===== src/rtl/decoder_3to8_hold_if.sv =====
// decoder_3to8_hold_if: code handshake plus decoded line outputs
interface decoder_3to8_hold_if;
  logic       in_valid;
  logic [0:2] in_code;
  logic       in_ready;
  logic [0:7] out;
  logic       out_valid;
  logic       busy;
  modport master (output in_valid, in_code, input in_ready, out, out_valid, busy);
  modport slave (input in_valid, in_code, output in_ready, out, out_valid, busy);
endinterface


===== src/rtl/decoder_3to8_hold.sv =====
// decoder_3to8_hold: buffered 3-to-8 decoder holding each line HOLD cycles then GAP zeros
module decoder_3to8_hold #(
  parameter int HOLD = 4,
  parameter int GAP = 1
) (
  input logic clk,
  input logic rst_n,
  decoder_3to8_hold_if.slave bus
);
  localparam int MX = (HOLD > GAP) ? HOLD : GAP;
  localparam int CW = $clog2(MX + 1);
  localparam logic [CW-1:0] HT = CW'(HOLD - 1);
  localparam logic [CW-1:0] GT = CW'((GAP == 0) ? 0 : GAP - 1);
  typedef enum logic [1:0] {IDLE, DRIVE, GAPW} state_t;
  state_t state, state_n;
  logic [CW-1:0] cnt, cnt_n;
  logic [0:7] out_q, out_n, pat;
  logic [0:2] buf_code;
  logic full, pop, push;
  // big-endian one-hot: code 0 lights out[0], the leftmost bit
  assign pat = 8'h80 >> buf_code;
  assign push = bus.in_valid && !full;
  assign bus.in_ready = !full;
  assign bus.out = out_q;
  assign bus.out_valid = state == DRIVE;
  assign bus.busy = state != IDLE;
  always_comb begin
    state_n = state;
    cnt_n = cnt;
    out_n = out_q;
    pop = 1'b0;
    unique case (state)
      IDLE: begin
        out_n = '0;
        cnt_n = '0;
        if (full) begin
          pop = 1'b1;
          out_n = pat;
          state_n = DRIVE;
        end
      end
      DRIVE: begin
        cnt_n = cnt + 1'b1;
        if (cnt == HT) begin
          cnt_n = '0;
          if (GAP > 0) begin
            out_n = '0;
            state_n = GAPW;
          end else if (full) begin
            pop = 1'b1;
            out_n = pat;
          end else begin
            out_n = '0;
            state_n = IDLE;
          end
        end
      end
      GAPW: begin
        out_n = '0;
        cnt_n = cnt + 1'b1;
        if (cnt == GT) begin
          cnt_n = '0;
          if (full) begin
            pop = 1'b1;
            out_n = pat;
            state_n = DRIVE;
          end else begin
            state_n = IDLE;
          end
        end
      end
      default: begin
        state_n = IDLE;
        out_n = '0;
        cnt_n = '0;
      end
    endcase
  end
  always_ff @(posedge clk or negedge rst_n) begin
    if (!rst_n) begin
      state <= IDLE;
      cnt <= '0;
      out_q <= '0;
      full <= 1'b0;
      buf_code <= '0;
    end else begin
      state <= state_n;
      cnt <= cnt_n;
      out_q <= out_n;
      full <= pop ? 1'b0 : (push ? 1'b1 : full);
      if (push) buf_code <= bus.in_code;
    end
  end
endmodule

===== src/flat_wrapper.sv =====
// flat-port wrapper written by rule: the top's interface ports become plain ports
module decoder_3to8_hold_flat 
#(
  parameter int HOLD = 4,
  parameter int GAP = 1
)
  (clk, rst_n, bus_in_valid, bus_in_code, bus_in_ready, bus_out, bus_out_valid, bus_busy);
  decoder_3to8_hold_if bus_i ();
  input logic clk;
  input logic rst_n;
  input wire logic [$bits(bus_i.in_valid)-1:0] bus_in_valid;
  input wire logic [$bits(bus_i.in_code)-1:0] bus_in_code;
  output wire logic [$bits(bus_i.in_ready)-1:0] bus_in_ready;
  output wire logic [$bits(bus_i.out)-1:0] bus_out;
  output wire logic [$bits(bus_i.out_valid)-1:0] bus_out_valid;
  output wire logic [$bits(bus_i.busy)-1:0] bus_busy;
  assign bus_i.in_valid = bus_in_valid;
  assign bus_i.in_code = bus_in_code;
  assign bus_in_ready = bus_i.in_ready;
  assign bus_out = bus_i.out;
  assign bus_out_valid = bus_i.out_valid;
  assign bus_busy = bus_i.busy;
  decoder_3to8_hold #(.HOLD(HOLD), .GAP(GAP)) u_core (.clk(clk), .rst_n(rst_n), .bus(bus_i));
endmodule

===== config.mk =====
export PLATFORM = sky130hd
export DESIGN_NAME = decoder_3to8_hold_flat
export DESIGN_NICKNAME = d
export VERILOG_FILES = /design/src/rtl/decoder_3to8_hold_if.sv /design/src/rtl/decoder_3to8_hold.sv /design/src/flat_wrapper.sv
export SDC_FILE = /design/constraint.sdc
export NUM_CORES = 1
export LEC_CHECK = 0
export ABC_AREA = 1
export BUFFER_PORTS_ARGS = -buffer_cell sky130_fd_sc_hd__buf_2
export CAP_MARGIN = 5
export CELL_PAD_IN_SITES_DETAIL_PLACEMENT = 1
export CELL_PAD_IN_SITES_GLOBAL_PLACEMENT = 2
export CORE_MARGIN = 1.5
export CORE_UTILIZATION = 30
export DETAILED_ROUTE_END_ITERATION = 8
export PLACE_DENSITY = 0.82
export SETUP_SLACK_MARGIN = 0.15
export SYNTH_ARGS = -nofsm -noshare
export SYNTH_HDL_FRONTEND = slang
export SYNTH_SLANG_ARGS = --single-unit

===== constraint.sdc =====
create_clock -name clk -period 1.65 [get_ports clk]
set_input_delay 0.0825 -clock clk [delete_from_list [all_inputs] [get_ports clk]]
set_output_delay 0.0825 -clock clk [all_outputs]
set_load 0.05 [all_outputs]

Word level (Yosys, flattened, before mapping):

Cells that the tools add are included.

* logic and storage cells: 37
* bits in registers: 17

* $add $sub $neg: 1
* shift-type cells: 1
* reductions and logical operators: 7
* equal/unequal tests: 6
* muxes and demuxes: 17

Operators with widths (number)
* $mux W8: 3
* $pmux W8 S3: 1
* $shr A8 B3 Y8 const A: 1
* $mux W2: 3
* $mux W3: 2
* $ne A2 B1 Y1 const B: 3
* $pmux W2 S3: 1
* $pmux W3 S2: 1
* $mux W1: 5
* $reduce_bool A2 Y1: 2
* $add A3 B1 Y3 const B: 1
* $eq A3 B2 Y1 const B: 1
* $logic_not A3 Y1: 1
* $reduce_and A3 Y1: 1
* $eq A2 B1 Y1 const B: 1
* $eq A2 B2 Y1 const B: 1
* $logic_not A2 Y1: 1
* $pmux W1 S2: 1
* $logic_and A1 B1 Y1: 1
* $logic_not A1 Y1: 1

Logic depth before layout (Yosys ltp):

Gate-level depths: netlist (run 1).

* word-level depth: 4
* mapped depth: 8
* mapped depth without buffers: 8

Worst setup path after synthesis (run 1):

OpenSTA, ideal clock, no wires.

* path kind: register to register
* start: reg u_core.state[1]
* end: reg u_core.state[0]
* library setup time: 0.118 ns
* data arrival time: 1.466 ns
* cell stages (with the launch flop): 8
* path slack: 0.066 ns
* data required time: 1.532 ns
* period minus slack after synthesis: 1.584 ns
* buffers on the path: 0
* cell sequence: dfrtp_1 -> inv_1 -> ha_1 -> inv_2 -> nor2_4 -> a21oi_1 -> nand3_1 -> nand2_1

* longest elaborated chain between the ends: 3
* elaborated cells between the ends (all ways): 8
* those cells by class: eq/ne (5); mux (1); reduce/logical (2)

Ends and longest elaborated chain
* start: declaration: line decoder_3to8_hold.sv:15 `state_t state, state_n;`
* start signal: assignment: line decoder_3to8_hold.sv:87 `state <= state_n;`
* $eq A2 B1 Y1 *
* named net bus_out_valid: line flat_wrapper.sv:15 `output wire logic [$bits(bus_i.out_valid)-1:0] bus_out_valid;`
* $ne A2 B1 Y1 (no line)
* $reduce_and A3 Y1 (no line)

Mark *: on every way through the listed nets, which the timed path passes. The rest lies on a longest branch.
A chain may end at the register's enable or synchronous reset.

Final worst setup path (run 1):

* start: reg u_core.state[1]
* end: out bus_busy

* longest elaborated chain between the ends: 1

Ends and longest elaborated chain
* $reduce_bool A2 Y1: line decoder_3to8_hold.sv:26 `assign bus.busy = state != IDLE;`
* end: declaration: line flat_wrapper.sv:16 `output wire logic [$bits(bus_i.busy)-1:0] bus_busy;`

Every way passes these cells.

==> flow_metrics.py, run 1 <==
metrics = {
    "status": {
        "status": "complete, no violations",
    },
    "synth": {
        "netlist_area_sq_um": 890,
        "synth-seq-cells": 17,
        "synth_nets": 122,
        "yosysTopAreaCell": "dfrtp_1",
        "synth_cells": 108,
        "synthFlopType": "dfrtp_1",
        "synth_async_sr_flop_share_pct": 100,
        "synth_area_per_cell_sq_um": 8.24,
        "netlist.area_leader.share_pct": 47.8,
        "ys_top_cells_by_count": "39 x nand2_1, 17 x dfrtp_1, 14 x nor2_1, 11 x inv_1, 8 x ha_1",
        "yosysWarningCount": 0,
        "synth_area_leaders": "dfrtp_1 48%, nand2_1 16%, ha_1 11%, nor2_1 5.9%, inv_1 4.6%",
        "synth_cell_type_count": 15,
        "synth_edf_count": 0,
        "yosysSeqAreaShare_pct": 47.8,
        "synth_most_common_cell": "nand2_1",
    },
    "floorplanning": {
        "fp.dieArea_sq_um": 3300,
        "dieHeight_microns": 57.5,
        "die_w_microns": 57.5,
        "rows": 19,
        "placeableCoreArea_sq_um": 2780,
        "initial_utilization_pct": 32.0,
        "io_pins": 17,
    },
    "route": {
        "ant_nets": 0,
        "post_drt_wl_per_cell_microns": 12.2,
        "first_iter_violations": 16,
        "vias": 752,
        "dr.pass1.iters": 4,
        "drt_wl_total_microns": 2010,
        "drc": 0,
        "viasPerCell": 4.56,
    },
    "pwr": {
        "pwr-share-seq_pct": 30.5,
        "switching_share_pct": 51.0,
        "power_frac_comb_pct": 57.7,
        "netSwitchingPower_mw": 1.04,
        "clockPowerShare_pct": 11.8,
        "intPower_mw": 0.996,
        "leakagePower_nw": 0.614,
        "pwr_density_cell_nw_per_um2": 1830,
        "ir_worst_vdd_mv": 0.694,
        "p_total_mw": 2.03,
    },
    "min_path": {
        "hold_depth": 3,
        "hold_class": "primary input to flip-flop",
        "hp-start": "bus_in_valid",
        "hold_end": "u_core.full$_DFFE_PN0P_",
    },
    "cells_and_area": {
        "nets": 149,
        "fin_area_sq_um": 1110,
        "fin_util_pct": 40.0,
        "drive_above_1_share_pct": 27.6,
        "stdcell_count": 165,
        "n_antenna_cell": 0,
        "syn_to_final_growth_pct": 25.0,
    },
    "global_routing": {
        "grt_first_pass_wirelength_microns": 3470,
        "track_usage_pct": 13.8,
        "antenna_found_initial": 0,
        "grt_pass1_vias": 758,
        "grt_overflow": 0,
        "grt_max_degree": 18,
    },
    "critical_path": {
        "endpoint_kind": "output port",
        "critPathKind": "flip-flop to output port",
        "regToRegEndpoint": "u_core.bus.out[2]$_DFFE_PN0P_",
        "cp.required_ns": 1.57,
        "cp-start-kind": "flip-flop",
        "crit_arrival_ns": 1.33,
        "r2r_start": "u_core.cnt[0]$_DFF_PN0_",
        "r2r_slack_ns": 0.27,
        "reg2regPathDepth": 8,
        "crit_fanout": 4,
    },
    "clock_network": {
        "clockRootBuffer": "clkbuf_4",
        "h-tree-depth": 1,
        "cts_tree": "yes",
        "clk_pin_slew_worst_paths_ns": 0.11,
        "cts_buffer_depth": 2,
        "clk_latency_ns": 0.30,
        "cts_buffers": 3,
        "cts_sinks": 17,
    },
    "timing": {
        "fin_ws_ns": 0.234,
        "hold_ws_ns": 0.0140,
        "fin_crit_ns": 1.42,
        "slew_viol_final": 0,
        "fin_crit_sh_pct": 85.8,
        "maxSlewHeadroom_pct": 73.9,
        "timing.fmax_mhz": 706,
        "max_slew.worst_pin.slew_ns": 0.391,
        "hold_violations": 0,
        "finalSetupViolations": 0,
        "worst_clock_skew_ns": 0.00285,
        "tns_ns": 0,
        "rsz0062_at_grt": "no",
    },
    "place": {
        "place_ws_ns": 0.165,
        "dp.cells": 155,
        "io_buffers": 16,
        "gp_congestion": 0.754,
        "hpwl_microns": 1490,
        "dpl_cell_area_sq_um": 1010,
    },
    "job": {
        "maxCapViolCount": 0,
    },
}
layout make-up:
class / count / area (sq um)
clock buffer: 3 / 22.5
sequential: 17 / 425
inverter: 14 / 52.6
fill: 343 / 1670
tap: 31 / 38.8
multi-input combinational: 77 / 432
timing repair buffer: 22 / 136
clock inverter: 1 / 5.00
cells by family (layout without fill, tap and decap cells):
group	count (synthesis)	after routing	share of synthesized area [%]
compound gates	8	8	6.19
simple gates	61	61	28.8
flops	17	17	47.8
buf+inv	14	40	5.91
fa+ha+maj	8	8	11.3
registers in the layout, indices dropped and copies added, names as in the netlist:
signal / flops
u_core.full: 1
u_core.state: 2
u_core.buf_code: 3
u_core.bus.out: 8
u_core.cnt: 3
power groups by stage:
stage          Combinational, mW  Sequential [mW]  Clock (mW)
2_1_floorplan              0.643            0.788           0
4_1_cts                     1.06            0.632       0.251
3_3_place_gp                1.03            0.631           0
6_report                    1.17            0.620       0.239
3_5_place_dp                1.04            0.641           0
5_1_grt                     1.29            0.642       0.265
worst max path at each step:
stage	start	to	slack [ns]	cells after the start
global route	u_core.cnt[0]$_DFF_PN0_	u_core.bus.out[0]$_DFFE_PN0P_	0.16	8
CTS	u_core.cnt[0]$_DFF_PN0_	u_core.state[0]$_DFFE_PN0P_	0.17	6
finish	u_core.state[1]$_DFFE_PN0P_	bus_busy	0.23	4
global placement	u_core.cnt[0]$_DFF_PN0_	u_core.state[0]$_DFFE_PN0P_	0.20	6
detailed placement	u_core.cnt[0]$_DFF_PN0_	u_core.state[0]$_DFFE_PN0P_	0.16	6
floorplan	u_core.state[0]$_DFFE_PN0P_	u_core.bus.out[0]$_DFFE_PN0P_	0.25	6
layout by cell type (no fill, tap or decap), types with 2 or more instances in the layout:
cell | synthesis | layout
ha_1 | 8 | 6
a21oi_1 | 6 | 6
buf_4 | 0 | 6
buf_2 | 0 | 14
nand3_1 | 2 | 2
clkbuf_4 | 0 | 3
inv_2 | 3 | 3
nor2_1 | 14 | 13
nand2_2 | 2 | 3
nand2_1 | 39 | 38
inv_1 | 11 | 11
dfrtp_1 | 17 | 17
layer usage:
metal	GRT usage [%]	vias up	wire [microns]
met2	20.6	12	911
met1	19.0	353	989
li1	-	382	-
met4	7.97	0	62
met5	0	-	0
met3	2.04	5	42
worst max-delay path, cell delays in order (launching register included):
cell and delay (ns):
dfrtp_1 0.42, inv_1 0.08, ha_1 0.19, inv_1 0.15
buf_6 0.19
timing repair:
action	CTS	global route
endpoints found under the setup margin	2	12
pin swaps	1	2
endpoints found under the hold margin	17	0
hold buffers	1	0
buffers inserted	0	5
resized for setup	1	7
Power figures use the tool's default switching activity.
==> run 2: changes to the inputs <==
Settings changed: CORE_ASPECT_RATIO set to 1.2.
==> run 2 against run 1 <==
Net effect:
- core utilization is 1.2 points lower
- sequential share of layout area is 0.75 points higher
- highest routed layer unchanged
- combinational power is 4% lower
- power is 2.8% lower
==> flow_metrics.py, run 2 (same netlist as run 1, synthesis figures left out) <==
metrics = {
    "status": {
        "status": "complete, no violations",
    },
    "clock_network": {
        "h-tree-depth": 1,
        "clockRootBuffer": "clkbuf_4",
        "cts_buffer_depth": 2,
        "clk_latency_ns": 0.29,
        "cts_buffers": 3,
        "cts_tree": "yes",
        "cts_sinks": 17,
        "clk_pin_slew_worst_paths_ns": 0.11,
    },
    "route": {
        "dr.pass1.iters": 2,
        "drt_wl_total_microns": 1900,
        "vias": 740,
        "viasPerCell": 4.46,
        "first_iter_violations": 6,
        "post_drt_wl_per_cell_microns": 11.4,
        "ant_nets": 0,
        "drc": 0,
    },
    "cells_and_area": {
        "n_antenna_cell": 0,
        "fin_util_pct": 38.8,
        "nets": 147,
        "syn_to_final_growth_pct": 22.6,
        "fillers": 352,
        "final_common_cell": "nand2_1",
        "drive_above_1_share_pct": 26.5,
        "layout_common_cells": "37 x nand2_1, 17 x dfrtp_1, 14 x nor2_1, 14 x buf_2, 11 x inv_1",
        "largest_reg_flops": 8,
        "fin_area_sq_um": 1090,
        "stdcell_count": 166,
    },
    "floorplanning": {
        "io_pins": 17,
        "dieHeight_microns": 62.7,
        "placeableCoreArea_sq_um": 2810,
        "fp.dieArea_sq_um": 3300,
        "initial_utilization_pct": 31.6,
        "die_w_microns": 52.7,
        "rows": 21,
    },
    "global_routing": {
        "grt_max_degree": 18,
        "grt_first_pass_wirelength_microns": 3570,
        "track_usage_pct": 14.4,
        "grt_overflow": 0,
        "grt_pass1_vias": 826,
        "antenna_found_initial": 0,
    },
    "critical_path": {
        "crit_fanout": 4,
        "crit_top_cell": "inv_1",
        "cp.required_ns": 1.57,
        "endpoint_kind": "output port",
        "slowest_delay_ns": 0.41,
        "cp_slowest_cell": "dfrtp_1",
        "critPathKind": "flip-flop to output port",
        "worstPathCellList": "inv_1 > ha_1 > inv_1 > buf_6",
        "crit_family": "buffers and inverters",
        "cp-start-kind": "flip-flop",
        "crit_arrival_ns": 1.33,
        "worst-path-buf-inv": 3,
    },
    "pwr": {
        "ir_worst_vdd_mv": 0.756,
        "leakagePower_nw": 0.602,
        "pwr_density_cell_nw_per_um2": 1810,
        "p_total_mw": 1.98,
    },
    "place": {
        "hpwl_microns": 1450,
        "place_ws_ns": 0.152,
        "dpl_cell_area_sq_um": 1010,
        "gp_congestion": 0.730,
        "io_buffers": 16,
        "dp.cells": 158,
    },
    "timing": {
        "tns_ns": 0,
        "fin_crit_sh_pct": 85.3,
        "finalSetupViolations": 0,
        "worst_clock_skew_ns": 0.00464,
        "rsz0062_at_grt": "no",
        "slew_viol_final": 0,
        "hold_violations": 0,
        "fin_crit_ns": 1.41,
        "hold_ws_ns": 0.0253,
        "max_slew.worst_pin.slew_ns": 0.393,
        "fin_ws_ns": 0.242,
        "timing.fmax_mhz": 710,
        "maxSlewHeadroom_pct": 73.8,
    },
    "min_path": {
        "hold_class": "primary input to flip-flop",
    },
    "job": {
        "maxCapViolCount": 0,
    },
}
## run 2: layer usage
layer,vias to the layer above,GRT usage [%],wire length (microns)
met3,2,2.15,38
met2,10,23.4,922
met4,0,7.69,27
met1,347,17.8,911
li1,381,-,-
met5,-,0,0
## run 2: final timing paths
check,start,endpoint,slack [ns],cells past startpoint
worst max-delay path,u_core.state[1]$_DFFE_PN0P_,bus_busy,0.24,4
worst min register to register,u_core.bus.out[2]$_DFFE_PN0P_,u_core.bus.out[2]$_DFFE_PN0P_,0.48,2
worst max register to register,u_core.state[0]$_DFFE_PN0P_,u_core.state[0]$_DFFE_PN0P_,0.28,7
worst min-delay path,bus_in_code[2],u_core.buf_code[0]$_DFFE_PN0P_,0.03,3
min in group asynchronous,rst_n,u_core.bus.out[1]$_DFFE_PN0P_,0.23,2
max in group asynchronous,rst_n,u_core.cnt[1]$_DFF_PN0_,1.13,2
## run 2: final cells by class
cell class / count / area, sq um / area share, %
Clock inverter: 1 / 5.00 / 0.459
Clock buffer: 3 / 22.5 / 2.06
Tap cell: 34 / 42.5 / 3.90
Timing Repair Buffer: 20 / 121 / 11.1
Inverter: 14 / 52.6 / 4.82
Multi-Input combinational cell: 77 / 422 / 38.6
Sequential cell: 17 / 425 / 39.0
## run 2: timing repair
item                                    4_1_cts  5_1_grt
hold buffers                                  1        0
hold endpoints to repair                     17        0
pin swaps                                     1        1
buffers inserted                              0        3
resized for setup                             1        5
endpoints found under the setup margin        2       12
## run 2: tightest hold or removal path, delay by kind of cell
| family | cells | cell delay, ns |
|---|---|---|
| AND/OR/NAND/NOR | 1 | 0.03 |
| AO/OA/AOI/OAI | 1 | 0.10 |
| buffers and inverters | 1 | 0.07 |
## run 2: power by group
group | total, mW | internal, mW | switching (mW)
clock | 0.232 | 0.0903 | 0.141
combinational | 1.12 | 0.336 | 0.784
sequential | 0.625 | 0.540 | 0.0849
==> run 3: changes to the inputs <==
Settings changed: SETUP_SLACK_MARGIN 0.15 to 0.3.
==> run 3 against run 2 <==
Net effect:
- via count up 3.1%
- clock-buffer cell count up 1
- design area increased by 14%
- sequential power rose by 3.4%
==> flow_metrics.py, run 3 (same netlist as run 1, synthesis figures left out) <==
metrics = {
    "status": {
        "status": "complete, no violations",
    },
    "timing": {
        "fin_crit_sh_pct": 79.9,
        "fin_crit_ns": 1.32,
        "max_slew.worst_pin.slew_ns": 0.394,
        "hold_violations": 0,
        "timing.fmax_mhz": 759,
        "maxSlewHeadroom_pct": 73.7,
        "finalSetupViolations": 0,
        "rsz0062_at_grt": "yes",
        "slew_viol_final": 0,
        "tns_ns": 0,
        "worst_clock_skew_ns": 0.0139,
    },
    "floorplanning": {
        "placeableCoreArea_sq_um": 2810,
        "rows": 21,
        "io_pins": 17,
        "fp.dieArea_sq_um": 3300,
        "die_w_microns": 52.7,
        "dieHeight_microns": 62.7,
        "initial_utilization_pct": 31.6,
    },
    "pwr": {
        "intPower_mw": 1.14,
        "power_frac_comb_pct": 62.0,
        "clockPowerShare_pct": 10.0,
        "pwr_density_cell_nw_per_um2": 1860,
        "pwr-share-seq_pct": 28.0,
        "ir_worst_vdd_mv": 0.877,
        "leakagePower_nw": 0.637,
        "netSwitchingPower_mw": 1.16,
        "p_total_mw": 2.30,
        "switching_share_pct": 50.4,
    },
    "cells_and_area": {
        "syn_to_final_growth_pct": 39.4,
        "layout_common_cells": "36 x nand2_1, 16 x dfrtp_1, 14 x nor2_1, 14 x buf_2, 7 x inv_1",
        "largest_reg_flops": 8,
        "fillers": 326,
        "fin_util_pct": 44.1,
        "nets": 150,
        "n_antenna_cell": 0,
        "stdcell_count": 169,
        "drive_above_1_share_pct": 34.8,
        "final_common_cell": "nand2_1",
    },
    "min_path": {
        "hold_depth": 3,
        "hold_class": "primary input to flip-flop",
        "hp-start": "bus_in_valid",
    },
    "critical_path": {
        "worstPathCellList": "buf_4 > ha_4 > buf_6",
        "worst-path-buf-inv": 2,
        "endpoint_kind": "output port",
        "crit_family": "flip-flops",
        "slowest_delay_ns": 0.44,
        "reg2regPathDepth": 8,
        "crit_cells": 3,
        "crit_start": "u_core.state[0]$_DFFE_PN0P_",
        "cp.required_ns": 1.57,
        "cp_slowest_cell": "dfrtp_1",
        "cp-start-kind": "flip-flop",
        "crit_fanout": 6,
        "crit_arrival_ns": 1.24,
        "r2r_start": "u_core.cnt[0]$_DFF_PN0_",
        "critPathKind": "flip-flop to output port",
    },
    "route": {
        "vias": 763,
        "drc": 0,
        "ant_nets": 0,
        "viasPerCell": 4.51,
        "first_iter_violations": 8,
        "drt_wl_total_microns": 2180,
        "dr.pass1.iters": 3,
        "post_drt_wl_per_cell_microns": 12.9,
    },
    "global_routing": {
        "antenna_found_initial": 0,
        "grt_overflow": 0,
        "grt_first_pass_wirelength_microns": 3410,
        "track_usage_pct": 13.7,
        "grt_pass1_vias": 775,
        "grt_max_degree": 18,
    },
    "clock_network": {
        "clk_latency_ns": 0.29,
        "h-tree-depth": 1,
        "clk_pin_slew_worst_paths_ns": 0.11,
        "cts_sinks": 17,
        "cts_buffer_depth": 2,
        "clockRootBuffer": "clkbuf_4",
        "cts_tree": "yes",
        "cts_buffers": 3,
    },
    "place": {
        "gp_congestion": 0.776,
        "hpwl_microns": 1480,
        "io_buffers": 16,
        "dp.cells": 158,
    },
    "job": {
        "maxCapViolCount": 0,
    },
}
-- run 3: final timing paths --
| check | endpoint | slack, ns |
|---|---|---|
| max reg2reg | u_core.bus.out[2]$_DFFE_PN0P_ | 0.38 |
| min | u_core.full$_DFFE_PN0P_ | 0.03 |
| min in group asynchronous | u_core.bus.out[7]$_DFFE_PN0P_ | 0.23 |
| min reg2reg | u_core.bus.out[6]$_DFFE_PN0P_ | 0.48 |
| max in group asynchronous | u_core.state[1]$_DFFE_PN0P_ | 1.12 |
| max | bus_out_valid | 0.33 |
-- run 3: layer usage --
layer	GRT usage [%]	part of all wire (%)	vias up
li1	-	-	390
met1	17.5	45	359
met2	22.3	51	12
met3	2.87	2.3	2
met4	5.13	1.1	0
met5	0	0	-
-- run 3: power groups by stage --
stage | clock [mW] | combinational, mW | sequential (mW)
after global placement | 0 | 1.02 | 0.630
after detailed placement | 0 | 1.04 | 0.639
after global routing | 0.255 | 1.56 | 0.666
final | 0.230 | 1.43 | 0.646
after CTS | 0.237 | 1.16 | 0.627
after floorplan | 0 | 0.643 | 0.788
-- run 3: timing repair --
| action | in CTS | in global routing |
|---|---|---|
| cloned | 0 | 1 |
| pin swaps | 2 | 2 |
| buffers inserted | 2 | 3 |
| endpoints found under the hold margin | 17 | 0 |
| resized for setup | 5 | 26 |
| hold buffers | 1 | 0 |
| setup endpoints to repair | 13 | 13 |
-- run 3: metrics by stage --
stage | hold slack [ns] | cell area (sq um) | setup slack, ns
after floorplan | -0.213 | 892 | 0.246
after global placement | 0.0245 | 1010 | 0.192
after detailed placement | 0.0336 | 1010 | 0.182
after CTS | 0.0300 | 1090 | 0.194
after global routing | 0.0429 | 1240 | 0.267
final | 0.0306 | 1240 | 0.332
-- run 3: layout make-up --
type | count | area, sq um | share of cell area (%)
multi-input cells | 78 | 531 | 42.8
flip-flops and latches | 17 | 427 | 34.4
repair buffers | 22 | 156 | 12.6
inverters | 14 | 57.6 | 4.64
well taps | 34 | 42.5 | 3.43
clock buffers | 4 | 26.3 | 2.12
-- run 3: worst min-delay path: cells and delay by family --
kind	cells	cell delay, ns
and+or+nand+nor	2	0.12
buffers and inverters	1	0.09
